File: src/rtl/ttt_host_link.sv
// Host-side initiator for the tick-tock-tokens pin interface: serializes word
// read/write commands into strobed byte frames and collects the chip's acknowledge/read data.
module ttt_host_link #(
  parameter int unsigned HOLD_CYCLES = 2,
  parameter int unsigned ACK_TIMEOUT = 255
) (
  input  logic        clk,
  input  logic        rst_n,
  input  logic        cmd_valid,
  output logic        cmd_ready,
  input  logic        cmd_write,
  input  logic [6:0]  cmd_addr,
  input  logic [15:0] cmd_data,
  output logic        rsp_valid,
  input  logic        rsp_ready,
  output logic [15:0] rsp_data,
  output logic        rsp_error,
  output logic [7:0]  drv_ui,
  output logic [7:0]  drv_uio,
  input  logic [7:0]  dut_uo,
  input  logic [7:0]  dut_uio
);

  localparam int unsigned HW = (HOLD_CYCLES > 1) ? $clog2(HOLD_CYCLES) : 1;
  localparam int unsigned CW = $clog2(ACK_TIMEOUT + 1);

  typedef enum logic [2:0] {
    S_IDLE,
    S_HDR,
    S_DHI,
    S_DLO,
    S_WAIT,
    S_RESP
  } state_t;

  typedef struct packed {
    logic        write;
    logic [6:0]  addr;
    logic [15:0] data;
  } cmd_t;

  state_t        state_q, state_d;
  cmd_t          cmd_q, cmd_d;
  logic [HW-1:0] hold_q, hold_d;
  logic [CW-1:0] wait_q, wait_d;
  logic          beat_q, beat_d;
  logic [7:0]    rd_hi_q, rd_hi_d;
  logic          rsp_valid_d;
  logic [15:0]   rsp_data_d;
  logic          rsp_error_d;
  logic [7:0]    drv_ui_d;
  logic [7:0]    drv_uio_d;
  logic          ack;
  logic          hold_last;
  logic          strobe_d;
  logic          last_d;
  logic          unused_uo;

  assign ack       = dut_uo[7];
  assign unused_uo = ^dut_uo[6:0];
  assign hold_last = (hold_q == HW'(HOLD_CYCLES - 1));
  assign cmd_ready = (state_q == S_IDLE);

  // Next-state, command latch, wait/beat tracking and registered-output next values
  always_comb begin
    state_d     = state_q;
    cmd_d       = cmd_q;
    hold_d      = hold_q;
    wait_d      = wait_q;
    beat_d      = beat_q;
    rd_hi_d     = rd_hi_q;
    rsp_valid_d = rsp_valid;
    rsp_data_d  = rsp_data;
    rsp_error_d = rsp_error;

    unique case (state_q)
      S_IDLE: begin
        if (cmd_valid) begin
          cmd_d   = '{write: cmd_write, addr: cmd_addr, data: cmd_data};
          hold_d  = '0;
          state_d = S_HDR;
        end
      end
      S_HDR: begin
        if (hold_last) begin
          hold_d = '0;
          if (cmd_q.write) begin
            state_d = S_DHI;
          end else begin
            wait_d  = '0;
            beat_d  = 1'b0;
            state_d = S_WAIT;
          end
        end else begin
          hold_d = hold_q + HW'(1);
        end
      end
      S_DHI: begin
        if (hold_last) begin
          hold_d  = '0;
          state_d = S_DLO;
        end else begin
          hold_d = hold_q + HW'(1);
        end
      end
      S_DLO: begin
        if (hold_last) begin
          hold_d  = '0;
          wait_d  = '0;
          beat_d  = 1'b0;
          state_d = S_WAIT;
        end else begin
          hold_d = hold_q + HW'(1);
        end
      end
      S_WAIT: begin
        // Ack takes priority over an expiring timeout in the same cycle
        if (ack) begin
          if (cmd_q.write || beat_q) begin
            state_d     = S_RESP;
            rsp_valid_d = 1'b1;
            rsp_error_d = 1'b0;
            rsp_data_d  = cmd_q.write ? 16'h0000 : {rd_hi_q, dut_uio};
            beat_d      = 1'b0;
          end else begin
            rd_hi_d = dut_uio;
            beat_d  = 1'b1;
            wait_d  = '0;
          end
        end else if (wait_q >= CW'(ACK_TIMEOUT - 1)) begin
          state_d     = S_RESP;
          rsp_valid_d = 1'b1;
          rsp_error_d = 1'b1;
          rsp_data_d  = 16'h0000;
          beat_d      = 1'b0;
        end else if (wait_q != CW'(ACK_TIMEOUT)) begin
          wait_d = wait_q + CW'(1);
        end
      end
      S_RESP: begin
        if (rsp_ready) begin
          state_d     = S_IDLE;
          rsp_valid_d = 1'b0;
          rsp_data_d  = 16'h0000;
          rsp_error_d = 1'b0;
        end
      end
      default: begin
        state_d = S_IDLE;
      end
    endcase

    // Pin values follow the state being entered so they line up with the hold window
    drv_ui_d = 8'h00;
    unique case (state_d)
      S_HDR:   drv_ui_d = {cmd_d.write, cmd_d.addr};
      S_DHI:   drv_ui_d = cmd_d.data[15:8];
      S_DLO:   drv_ui_d = cmd_d.data[7:0];
      default: drv_ui_d = 8'h00;
    endcase
    strobe_d  = ((state_d == S_HDR) || (state_d == S_DHI) || (state_d == S_DLO)) &&
                (hold_d == HW'(HOLD_CYCLES - 1));
    last_d    = strobe_d && ((state_d == S_DLO) || ((state_d == S_HDR) && !cmd_d.write));
    drv_uio_d = {6'b000000, last_d, strobe_d};
  end

  // State and registered outputs; reset abandons any command in flight
  always_ff @(posedge clk or negedge rst_n) begin
    if (!rst_n) begin
      state_q   <= S_IDLE;
      cmd_q     <= '0;
      hold_q    <= '0;
      wait_q    <= '0;
      beat_q    <= 1'b0;
      rd_hi_q   <= 8'h00;
      rsp_valid <= 1'b0;
      rsp_data  <= 16'h0000;
      rsp_error <= 1'b0;
      drv_ui    <= 8'h00;
      drv_uio   <= 8'h00;
    end else begin
      state_q   <= state_d;
      cmd_q     <= cmd_d;
      hold_q    <= hold_d;
      wait_q    <= wait_d;
      beat_q    <= beat_d;
      rd_hi_q   <= rd_hi_d;
      rsp_valid <= rsp_valid_d;
      rsp_data  <= rsp_data_d;
      rsp_error <= rsp_error_d;
      drv_ui    <= drv_ui_d;
      drv_uio   <= drv_uio_d;
    end
  end

endmodule
File: config.mk
export PLATFORM = sky130hd
export DESIGN_NAME = ttt_host_link
export DESIGN_NICKNAME = d
export VERILOG_FILES = /design/src/rtl/ttt_host_link.sv
export SDC_FILE = /design/constraint.sdc
export NUM_CORES = 1
export LEC_CHECK = 0
export ABC_CLOCK_PERIOD_IN_PS = 2310
export CAP_MARGIN = 25
export CORE_ASPECT_RATIO = 1.1
export CORE_MARGIN = 4
export CORE_UTILIZATION = 49
export DETAILED_ROUTE_END_ITERATION = 10
export PLACE_DENSITY = 0.81
export SLEW_MARGIN = 20
export SYNTH_ARGS = -nofsm -noshare
export SYNTH_HDL_FRONTEND = slang
export SYNTH_SLANG_ARGS = --single-unit
File: constraint.sdc
create_clock -name clk -period 2.31 [get_ports clk]
set_input_delay 0.231 -clock clk [delete_from_list [all_inputs] [get_ports clk]]
set_output_delay 0.231 -clock clk [all_outputs]
set_load 0.1 [all_outputs]
After elaboration in Yosys (flattened, before gate mapping)

Cells that the tools add are included.

Add/sub/neg operators: 2
Order comparisons: 1
Equality and inequality tests: 18
Muxes and demuxes: 45
Bitwise gates (word level): 1
Reduce and logical (&&, ||, !) cells: 16

Operators with widths:

| operator              | number |
|---|---|
| $mux W16              | 5 |
| $mux W8               | 7 |
| $mux W24              | 2 |
| $pmux W8 S3           | 2 |
| $pmux W16 S2          | 1 |
| $mux W3               | 9 |
| $pmux W3 S6           | 1 |
| $ne A3 B3 Y1 const B  | 5 |
| $mux W1               | 14 |
| $eq A3 B2 Y1 const B  | 4 |
| $add A8 B1 Y8 const B | 1 |
| $ge A8 B8 Y1 const B  | 1 |
| $ne A2 B2 Y1 const B  | 4 |
| $ne A8 B8 Y1 const B  | 1 |
| $reduce_and A7 Y1     | 1 |
| $eq A3 B1 Y1 const B  | 2 |
| $eq A3 B3 Y1 const B  | 2 |
| $pmux W1 S2           | 3 |
| $reduce_and A5 Y1     | 1 |
| $logic_or A1 B1 Y1    | 4 |
| $reduce_and A4 Y1     | 1 |
| $logic_and A1 B1 Y1   | 3 |
| $logic_not A3 Y1      | 1 |
| $pmux W1 S3           | 1 |
| other kinds (7)       | 7 |

Flip-flop bits (word level): 73
Bits of input ports: 44
Logic and storage cells: 96

Longest topological paths before layout

Word-level depth: 9
Mapped depth: 7
Mapped depth without buffers: 6

Worst setup path after synthesis

OpenSTA, ideal clock, no wires.

Path type: reg2out
Start point: register state_q[0]
End point: output port cmd_ready
Arrival time: 2.771 ns
Required time: 2.079 ns
Path slack: -0.692 ns
Stages on the path, launching flop included: 4
Path buffers: 2
Cell sequence: dfrtp_1 > buf_6 > clkbuf_1 > nor3_1

Longest elaborated chain between the ends: 1

RTL lines:

| item                   | RTL line | source |
|---|---|---|
| start, declared        | 42       | `state_t state_q, state_d;` |
| start signal, assigned | 182      | `state_q <= state_d;` |
| $logic_not A3 Y1       | 62       | `assign cmd_ready = (state_q == S_IDLE);` |
| end, declared          | 10       | `output logic cmd_ready,` |

No other way between the ends.

==> impl_metrics.py <==
metrics = {
    "floorplan": {
        "die_y_um": 93.8,
        "ios": 79,
        "die_w_um": 86.0,
        "die_area_mm2": 0.00806,
        "core_area_mm2": 0.00634,
        "num_rows": 30,
        "floorplan.initialDensity_pct": 51.6,
    },
    "critical_path": {
        "cp_max_fo": 6,
        "crit_chain": "nor4b_4, mux2_1, a2111oi_0",
        "worst-path-buf-inv": 0,
        "crit_path_start_kind": "flip-flop",
        "crit_type": "reg -> reg",
        "reg2reg_depth": 3,
        "cp-end-kind": "flip-flop",
        "critPathMaxStageDelay_ns": 0.51,
        "critPathCapture": "drv_uio[1]",
        "ff2ff_setup_slack_ns": 0.41,
        "r2r-end": "drv_uio[1]",
        "crit_path_start": "state_q[0]",
        "critPathRequiredTime_ns": 2.49,
        "worst-path-stages": 3,
        "cp_top_family": "compound AO/OA/AOI/OAI gates",
        "worstPathArrival_ns": 2.08,
        "critical-path-slowest-cell": "a2111oi_0",
        "r2r_start": "state_q[0]",
    },
    "sta": {
        "max_freq_ghz": 0.526,
        "max-slew-margin-rel_pct": 53.8,
        "worst_slew_pin_slew_ns": 0.693,
        "fin_crit_sh_pct": 82.3,
        "fin_skew_ns": 0.00562,
        "setup_ws_ns": 0.409,
        "slew_viol_final": 0,
        "grt_setup_unrepaired": "false",
        "hold_viol": 0,
        "period_needed_ns": 1.90,
        "setup_tns_ns": 0,
        "finalSetupViolCount": 0,
    },
    "clock_network": {
        "htreeDepth": 3,
        "postCtsHoldBufs": 1,
        "clk_pin_slew_ns": 0.07,
        "clock_sinks": 73,
        "postCtsSetupBuffers": 0,
        "cts_resized": 0,
        "clk_latency_ns": 0.34,
        "clk_root_buffer_cell": "clkbuf_8",
        "cts_tree": "done",
        "clock_path_buffers": 2,
        "cts_made_buffers": 9,
    },
    "layout": {
        "syn_to_final_growth_pct": 29.4,
        "postLayoutCellArea_mm2": 0.00424,
        "nets": 391,
        "layout-drive-gt1-share_pct": 23.4,
        "fin_cells": 430,
        "diodes": 0,
    },
    "global_route": {
        "antenna_found_initial": 0,
        "grt_max_degree": 43,
        "grt_overflow": 0,
        "grt_pass1_wl_mm": 11.8,
        "track_usage_pct": 18.5,
        "grt_pass1_vias": 2464,
    },
    "synth": {
        "synth_area_mm2": 0.00328,
        "syn_area_per_cell_um2": 12.1,
        "yosysTopAreaCellShare_pct": 55.8,
        "synth_area_leader_cell": "dfrtp_1",
        "syn_inst": 270,
        "synth_ff_type": "dfrtp_1",
        "synth_edf_count": 0,
        "synth-seq-cells": 73,
        "synth_warnings": 0,
        "synth_area_leaders": "dfrtp_1, mux2_1, mux2_2",
        "synth_seq_area_share_pct": 55.8,
        "synthArstFlopShare_pct": 100,
        "synth_common_cells": "dfrtp_1, nand3_1, mux2_1, nand2_1, a22o_1",
        "ys_types": 52,
        "yosys.cell_count.top_type": "dfrtp_1",
    },
    "drt": {
        "route.detailed.drc": 0,
        "postRouteAntennaNets": 0,
        "viasPerCell": 5.57,
        "first_pass_iters": 4,
        "first_iter_violations": 113,
        "drt_wl_total_mm": 7.02,
        "wl_per_cell_um": 16.3,
        "vias": 2393,
    },
    "placed_design": {
        "dp_cells": 413,
        "io_buffers": 65,
        "dp_hpwl_mm": 4.73,
        "gp_congestion": 0.904,
        "dp_slack_ns": 0.236,
        "place_area_mm2": 0.00395,
    },
    "worst_hold_path": {
        "worstHoldPathType": "in -> async",
    },
    "run": {
        "cap_violations": 0,
    },
    "status": {
        "status": "complete, no violations",
    },
}
[kinds of logic (layout without fill, tap and decap cells)]
| family | after synthesis | count (layout) | share of synthesized area (%) |
|---|---|---|---|
| simple gates | 85 | 85 | 15.3 |
| flops | 73 | 73 | 55.8 |
| mux | 33 | 33 | 11.3 |
| xor+xnor | 1 | 1 | 0.267 |
| other cells | 1 | 6 | 0.114 |
| fa+ha+maj | 2 | 2 | 0.764 |
| buf+inv | 25 | 100 | 4.43 |
| compound gates | 50 | 50 | 12.0 |
[per-layer routing]
metal / up-vias / global-route usage (%) / wire length, um
met3: 10 / 2.81 / 314
met5: - / 0 / 0
met4: 0 / 8.44 / 116
met1: 1203 / 24.1 / 2940
li1: 1116 / - / -
met2: 64 / 30.4 / 3650
[how the worst min path moves through the flow]
stage                startpoint           to  slack [ns]  cells after the start
global route        cmd_data[3]     cmd_q[3]        0.50                      2
global placement          rst_n    cmd_q[22]        0.31                      1
CTS                       rst_n  rsp_data[3]        0.49                      2
finish                    rst_n    cmd_q[21]        0.48                      2
floorplan                 rst_n       beat_q       -0.06                      0
detailed placement        rst_n    cmd_q[21]        0.32                      1
[state kept, by name, indices dropped and copies added (netlist names)]
signal     flops
wait_q         8
rd_hi_q        8
drv_uio        2
drv_ui         8
rsp_error      1
cmd_q         24
beat_q         1
rsp_valid      1
rsp_data      16
hold_last      1
state_q        3
[final cells by class]
cell class,instances,area [um2]
Multi-Input combinational cell,177,1330
Fill cell,484,2110
Sequential cell,73,1830
Inverter,6,22.5
Clock buffer,10,138
Tap cell,80,100
Clock inverter,6,138
Timing Repair Buffer,78,686
[per-stage QoR]
step                hold slack [ns]  util [%]
global route                  0.505      66.8
global placement              0.309      62.3
CTS                           0.488      66.8
floorplan                   -0.0646         -
detailed placement            0.319      62.3
finish                        0.480      66.8
[layout by cell type, fill, tap and decap left out, types with 3 or more instances in the layout]
cell	count
dfrtp_1	73
buf_4	40
clkdlybuf4s50_1	35
nand3_1	21
mux2_1	20
nand2_1	18
a22o_1	16
mux2_2	13
nor2_1	11
clkbuf_8	10
nand2b_1	9
inv_1	6
conb_1	6
a21oi_1	5
nor3_1	5
o21ai_1	5
and3_1	4
o21ai_0	4
bufinv_16	4
nor3b_1	3
Power is not shown: default switching activity piles up to over one toggle a cycle in this logic, so the estimate is an artifact.
